File: src/rtl/stopwatch_counter.sv
// BCD MM:SS stopwatch core with pause/clear, per-field adjust and adjust-mode blink blanking.
// Optional blink blanking is built when STOPWATCH_BLINK_EN is defined; otherwise blank is tied to 0.
module stopwatch_counter (
    input  logic       clk,
    input  logic       rst_n,
    input  logic       one_hz_tick,
    input  logic       two_hz_tick,
    input  logic       blink_tick,
    input  logic       pause_pulse,
    input  logic       clear_pulse,
    input  logic       adj,
    input  logic       sel,
    output logic [3:0] min_tens,
    output logic [3:0] min_ones,
    output logic [3:0] sec_tens,
    output logic [3:0] sec_ones,
    output logic       running,
    output logic [3:0] blank
);

    typedef enum logic {
        PAUSED = 1'b0,
        RUN    = 1'b1
    } state_t;

    state_t     state_q, state_d;
    logic [3:0] min_tens_q, min_ones_q, sec_tens_q, sec_ones_q;
    logic [3:0] min_tens_d, min_ones_d, sec_tens_d, sec_ones_d;
    logic [8:0] sec_inc, min_inc;

    // Returns {carry, tens, ones} for a 00-59 BCD field; out-of-range digits fold back to 0.
    function automatic logic [8:0] inc_field(input logic [3:0] tens, input logic [3:0] ones);
        logic [8:0] r;
        if (ones >= 4'd9) begin
            if (tens >= 4'd5)
                r = 9'h100;
            else
                r = {1'b0, tens + 4'd1, 4'd0};
        end else begin
            r = {1'b0, tens, ones + 4'd1};
        end
        return r;
    endfunction

    always_comb begin
        sec_inc = inc_field(sec_tens_q, sec_ones_q);
        min_inc = inc_field(min_tens_q, min_ones_q);
    end

    always_ff @(posedge clk or negedge rst_n) begin
        if (!rst_n) begin
            state_q    <= PAUSED;
            min_tens_q <= 4'd0;
            min_ones_q <= 4'd0;
            sec_tens_q <= 4'd0;
            sec_ones_q <= 4'd0;
        end else begin
            state_q    <= state_d;
            min_tens_q <= min_tens_d;
            min_ones_q <= min_ones_d;
            sec_tens_q <= sec_tens_d;
            sec_ones_q <= sec_ones_d;
        end
    end

    // Count decisions use the pre-toggle state, so a tick coinciding with pause_pulse
    // counts only when leaving RUN.
    always_comb begin
        state_d    = state_q;
        min_tens_d = min_tens_q;
        min_ones_d = min_ones_q;
        sec_tens_d = sec_tens_q;
        sec_ones_d = sec_ones_q;

        if (pause_pulse)
            state_d = (state_q == RUN) ? PAUSED : RUN;

        if (clear_pulse) begin
            min_tens_d = 4'd0;
            min_ones_d = 4'd0;
            sec_tens_d = 4'd0;
            sec_ones_d = 4'd0;
        end else if (adj) begin
            if (two_hz_tick) begin
                if (sel) begin
                    sec_tens_d = sec_inc[7:4];
                    sec_ones_d = sec_inc[3:0];
                end else begin
                    min_tens_d = min_inc[7:4];
                    min_ones_d = min_inc[3:0];
                end
            end
        end else if (state_q == RUN && one_hz_tick) begin
            sec_tens_d = sec_inc[7:4];
            sec_ones_d = sec_inc[3:0];
            if (sec_inc[8]) begin
                min_tens_d = min_inc[7:4];
                min_ones_d = min_inc[3:0];
            end
        end
    end

    assign min_tens = min_tens_q;
    assign min_ones = min_ones_q;
    assign sec_tens = sec_tens_q;
    assign sec_ones = sec_ones_q;
    assign running  = (state_q == RUN);

`ifdef STOPWATCH_BLINK_EN
    logic       phase_q, phase_d;
    logic [3:0] blank_q, blank_d;

    // Blank is registered from the next phase so it changes on the same edge as the phase.
    always_comb begin
        phase_d = adj ? (phase_q ^ blink_tick) : 1'b0;
        blank_d = 4'b0000;
        if (adj && phase_d)
            blank_d = sel ? 4'b0011 : 4'b1100;
    end

    always_ff @(posedge clk or negedge rst_n) begin
        if (!rst_n) begin
            phase_q <= 1'b0;
            blank_q <= 4'b0000;
        end else begin
            phase_q <= phase_d;
            blank_q <= blank_d;
        end
    end

    assign blank = blank_q;
`else
    logic unused_blink_tick;
    assign unused_blink_tick = blink_tick;
    assign blank             = 4'b0000;
`endif

endmodule

File: config.mk
export PLATFORM = sky130hd
export DESIGN_NAME = stopwatch_counter
export DESIGN_NICKNAME = d
export VERILOG_FILES = /design/src/rtl/stopwatch_counter.sv
export SDC_FILE = /design/constraint.sdc
export NUM_CORES = 1
export LEC_CHECK = 0
export BUFFER_PORTS_ARGS = -buffer_cell sky130_fd_sc_hd__buf_2
export CAP_MARGIN = 15
export CORE_AREA = 3 3 65 67
export CTS_BUF_LIST = sky130_fd_sc_hd__clkbuf_2 sky130_fd_sc_hd__clkbuf_4 sky130_fd_sc_hd__clkbuf_8
export DETAILED_ROUTE_END_ITERATION = 7
export DIE_AREA = 0 0 68 70
export GPL_TIMING_DRIVEN = 0
export PLACE_DENSITY = 0.54
export SYNTH_ARGS = -nofsm -noshare
export SYNTH_HDL_FRONTEND = slang
export SYNTH_SLANG_ARGS = --single-unit
File: constraint.sdc
create_clock -name clk -period 4.3 [get_ports clk]
set_clock_uncertainty 0.15 [all_clocks]
set_input_delay 0.645 -clock clk [delete_from_list [all_inputs] [get_ports clk]]
set_output_delay 0.645 -clock clk [all_outputs]
set_load 0.02 [all_outputs]
* Word-level counts from Yosys, hierarchy flattened
Cells that the tools add are included.
W data, S select, Z words.
** Word-level totals
- Register bits after elaboration :: 17
- Logic and storage cells :: 48
** Operators by class
- $add $sub $neg :: 4
- Magnitude comparators :: 4
- Equal/unequal tests :: 3
- Reductions and logical operators :: 5
- Mux-type cells :: 27
** Operators by type and width (count)
- $mux W4 :: 22
- $mux W9 :: 2
- $add A4 B1 Y4 const B :: 4
- $mux W8 :: 2
- $ge A4 B3 Y1 const B :: 2
- $ge A4 B4 Y1 const B :: 2
- $ne A3 B3 Y1 const B :: 2
- $reduce_bool A3 Y1 :: 2
- $reduce_and A4 Y1 :: 1
- $ne A3 B2 Y1 const B :: 1
- $reduce_and A3 Y1 :: 1
- $logic_and A1 B1 Y1 :: 1
- $mux W1 :: 1

* Depth between registers and ports, before layout
- Depth after elaboration :: 7
- Mapped depth :: 7
- Gate-level depth less buffers :: 7

* Worst setup path after synthesis
OpenSTA, ideal clock, no wires.
- Kind :: reg-to-reg
- From :: register sec_ones_q[1], in the netlist sec_ones[1]
- To :: register min_ones_q[2], in the netlist min_ones[2]
- Buffers on the path :: 0
- Period minus slack after synthesis :: 2.103 ns
- Data arrival time :: 1.831 ns
- Cell stages (with the launch flop) :: 7
- Library setup time :: 0.122 ns
- Setup slack :: 2.197 ns
- Required time :: 4.028 ns
- Cells stage by stage :: dfrtp_1 > inv_1 > ha_1 > o31ai_2 > o21ai_1 > and2_0 > a32o_1
** On the way
- Longest elaborated chain between the ends :: 4
** Ends and longest elaborated chain
- start, declared :: line 27 : logic [3:0] min_tens_q, min_ones_q, sec_tens_q, sec_ones_q;
- start signal, assigned :: line 62 : sec_ones_q <= sec_ones_d;
- $ge A4 B4 Y1 :: line 34 : if (ones >= 4'd9) begin
- $mux W9 :: line 34
- $reduce_bool A3 Y1 (no line)
- $reduce_and A4 Y1 (no line)
- end signal, assigned :: line 60 : min_ones_q <= min_ones_d;
- end, declared :: line 27
Every way passes these cells.
A chain may end at the register's enable or synchronous reset.

* Worst setup path in the final report
Ends and elaborated chain as after synthesis.

==> results.py <==
metrics = {
    "cts": {
        "cts_resized": 0,
        "clk_path_buf_depth": 2,
        "cts_sinks": 17,
        "clock-root-buffer": "clkbuf_8",
        "postCtsSetupRepairBufs": 0,
        "holdBufCountCts": 0,
        "htree_levels": 1,
        "cts_buffers": 3,
        "cts.clk_slew.worst_paths_ns": 0.06,
        "clk_latency_ns": 0.25,
        "cts_tree": "yes",
    },
    "route": {
        "vias": 918,
        "vias_per_cell": 4.806,
        "dr.pass1.iters": 4,
        "antenna_left": 0,
        "wire_per_inst_microns": 11.99,
        "drt-total-wl_mm": 2.291,
        "drtIter0Drc": 52,
        "drcViolationCount": 0,
    },
    "critical_path": {
        "cp.arrival_ns": 2.27,
        "timing.rr.end": "min_ones[2]$_DFFE_PN0P_",
        "path_class": "flip-flop to flip-flop",
        "worstSetupStartpointType": "flip-flop",
        "ff2ff_path_depth": 6,
        "cp-startpoint": "sec_ones[1]$_DFFE_PN0P_",
        "path_max_fanout": 7,
        "endpoint": "min_ones[2]$_DFFE_PN0P_",
        "worstSetupEndpointType": "flip-flop",
        "cp.required_ns": 4.29,
        "rr_startpoint": "sec_ones[1]$_DFFE_PN0P_",
        "r2r_slack_ns": 2.01,
    },
    "floorplan": {
        "rows": 22,
        "die_h_microns": 70,
        "initial_core_util_pct": 29.41,
        "core_sq_um": 3689,
        "pin_count": 30,
        "die_area_sq_um": 4760,
        "die_x_microns": 68,
    },
    "place": {
        "place_ws_ns": 2.038,
        "placed_cell_area_sq_um": 1276,
        "port_buffers": 24,
        "dp_hpwl_mm": 1.753,
        "gp_congestion": 0.7465,
        "dp.cells": 187,
    },
    "sta": {
        "grt_setup_unrepaired": "no",
        "setup_ws_ns": 2.014,
        "slew_headroom_pct": 53.23,
        "final_max_slew_viol_count": 0,
        "layout_min_cycle_time_ns": 2.286,
        "period_share_pct": 53.17,
        "worstMarginPinSlew_ns": 0.6998,
        "fin_setup_tns_ns": 0,
        "finalHoldViolCount": 0,
        "setup_viol": 0,
        "fmax_mhz": 437.4,
    },
    "synthesis": {
        "synth_top_area_share_pct": 39.22,
        "syn-cell-area_sq_um": 1085,
        "yosysTopAreaCell": "dfrtp_1",
        "async_flop_share_pct": 100.0,
        "ys_types": 38,
        "synth-seq-cells": 17,
        "synth.avg_cell_area_sq_um": 9.686,
        "synth_edf_count": 0,
        "seq_area_frac_synth_pct": 39.22,
        "yosys_warnings": 0,
        "ys_top_cells_by_area": "dfrtp_1 39%, ha_1 14%, inv_1 4.5%",
        "synthCells": 112,
        "synth_flop_cell": "dfrtp_1",
    },
    "final_layout": {
        "finalNonFillerCells": 191,
        "finalNetCount": 165,
        "syn2layout_area_growth_pct": 22.15,
        "layout_common_cells": "25 x buf_2, 17 x dfrtp_1, 13 x inv_1",
        "final_layout_size_suffix_gt1_share_pct": 25.17,
        "diodes": 0,
        "layout.cells.most_common": "buf_2",
        "stdcell_area_sq_um": 1325,
    },
    "power_and_ir_drop": {
        "p_sw_share_pct": 33.92,
        "total_power_uw": 457.0,
        "p_per_area_nw_per_um2": 344.9,
        "p_leak_nw": 0.6740,
        "switchingPower_uw": 155.0,
        "internal_power_uw": 302.0,
        "combPwrFrac_pct": 29.2,
        "pwr-share-clk_pct": 26.8,
        "p_seq_share_pct": 44.0,
        "vdd_ir_drop_max_v": 0.0002039,
    },
    "flow_run": {
        "maxCapViolations": 0,
    },
    "min_path": {
        "hp-class": "input port to asynchronous set/reset pin",
    },
    "grt": {
        "grt_max_degree": 18,
        "antenna_found_initial": 0,
        "grt-ovfl-total": 0,
        "grt_pass1_wl_mm": 3.808,
        "grt_pass1_vias": 842,
        "grt_use_total_pct": 10.24,
    },
    "status": {
        "status": "finished, final reports clean",
    },
}
-- final cells by class --
cell class / count / area (sq um)
Clock buffer: 4 / 48.80
Fill cell: 396 / 2364
Tap cell: 48 / 60.06
Sequential cell: 17 / 425.4
Buffer: 6 / 38.79
Multi-Input combinational cell: 79 / 583.1
Inverter: 13 / 48.80
Timing Repair Buffer: 24 / 120.1
-- worst min-delay path by stage --
stage                              end  slack (ns)  cells after the start
2_1_floorplan  min_ones[0]$_DFFE_PN0P_        0.20                      0
3_3_place_gp       running$_DFFE_PN0P_        0.33                      1
3_5_place_dp       running$_DFFE_PN0P_        0.34                      1
4_1_cts        min_tens[0]$_DFFE_PN0P_        0.17                      1
5_1_grt        min_tens[0]$_DFFE_PN0P_        0.19                      1
6_report       min_tens[0]$_DFFE_PN0P_        0.17                      1
-- cells in the mapped netlist, types with 2 or more instances --
cell type / number
a21oi_1: 4
nand2_1: 5
a22o_1: 4
mux2i_1: 2
nand2b_1: 3
buf_4: 4
o21ai_0: 8
ha_1: 12
a22oi_1: 2
dfrtp_1: 17
nand3_1: 2
inv_1: 13
nor3_1: 2
nand4_1: 4
nor3b_1: 3
a32o_1: 2
nor2_1: 4
-- registers in the layout, summed over array words and instances (netlist names) --
signal and cells:
sec_tens 4, min_ones 4, running 1, sec_ones 4
min_tens 4
-- cells by family after synthesis --
group,share of synthesized area [%]
compound gates,19.84
xor+xnor,0.8075
fa+ha+maj,13.84
buf+inv,8.073
flops,39.22
mux,2.884
other cells,0.3457
simple gates,15.00
-- power by group through the flow --
stage	combinational [mW]	clock, mW	sequential [mW]
floorplan	0.0687	0	0.225
global placement	0.133	0	0.204
detailed placement	0.135	0	0.204
CTS	0.135	0.130	0.201
global route	0.151	0.139	0.205
finish	0.133	0.123	0.201
-- metrics by stage --
stage	hold WS (ns)	utilization, %
CTS	0.1745	35.92
global placement	0.3335	34.60
detailed placement	0.3398	34.60
global route	0.1877	35.92
finish	0.1671	35.92
floorplan	0.1994	-
-- per-layer routing --
layer	GRT usage (%)	vias up	wire length, microns
met5	0	-	0
met4	2.649	0	18
met3	3.376	2	147
met2	15.52	24	1027
met1	13.79	433	1098
li1	-	459	-
-- critical path, cell delays in order, from the launching register on --
cell and delay, ns:
dfrtp_1 0.41, inv_1 0.08, ha_1 0.21, o31ai_2 0.43, o21ai_1 0.28, and2_0 0.31, a32o_1 0.30
Note: power is estimated with default switching activity, not from simulation.
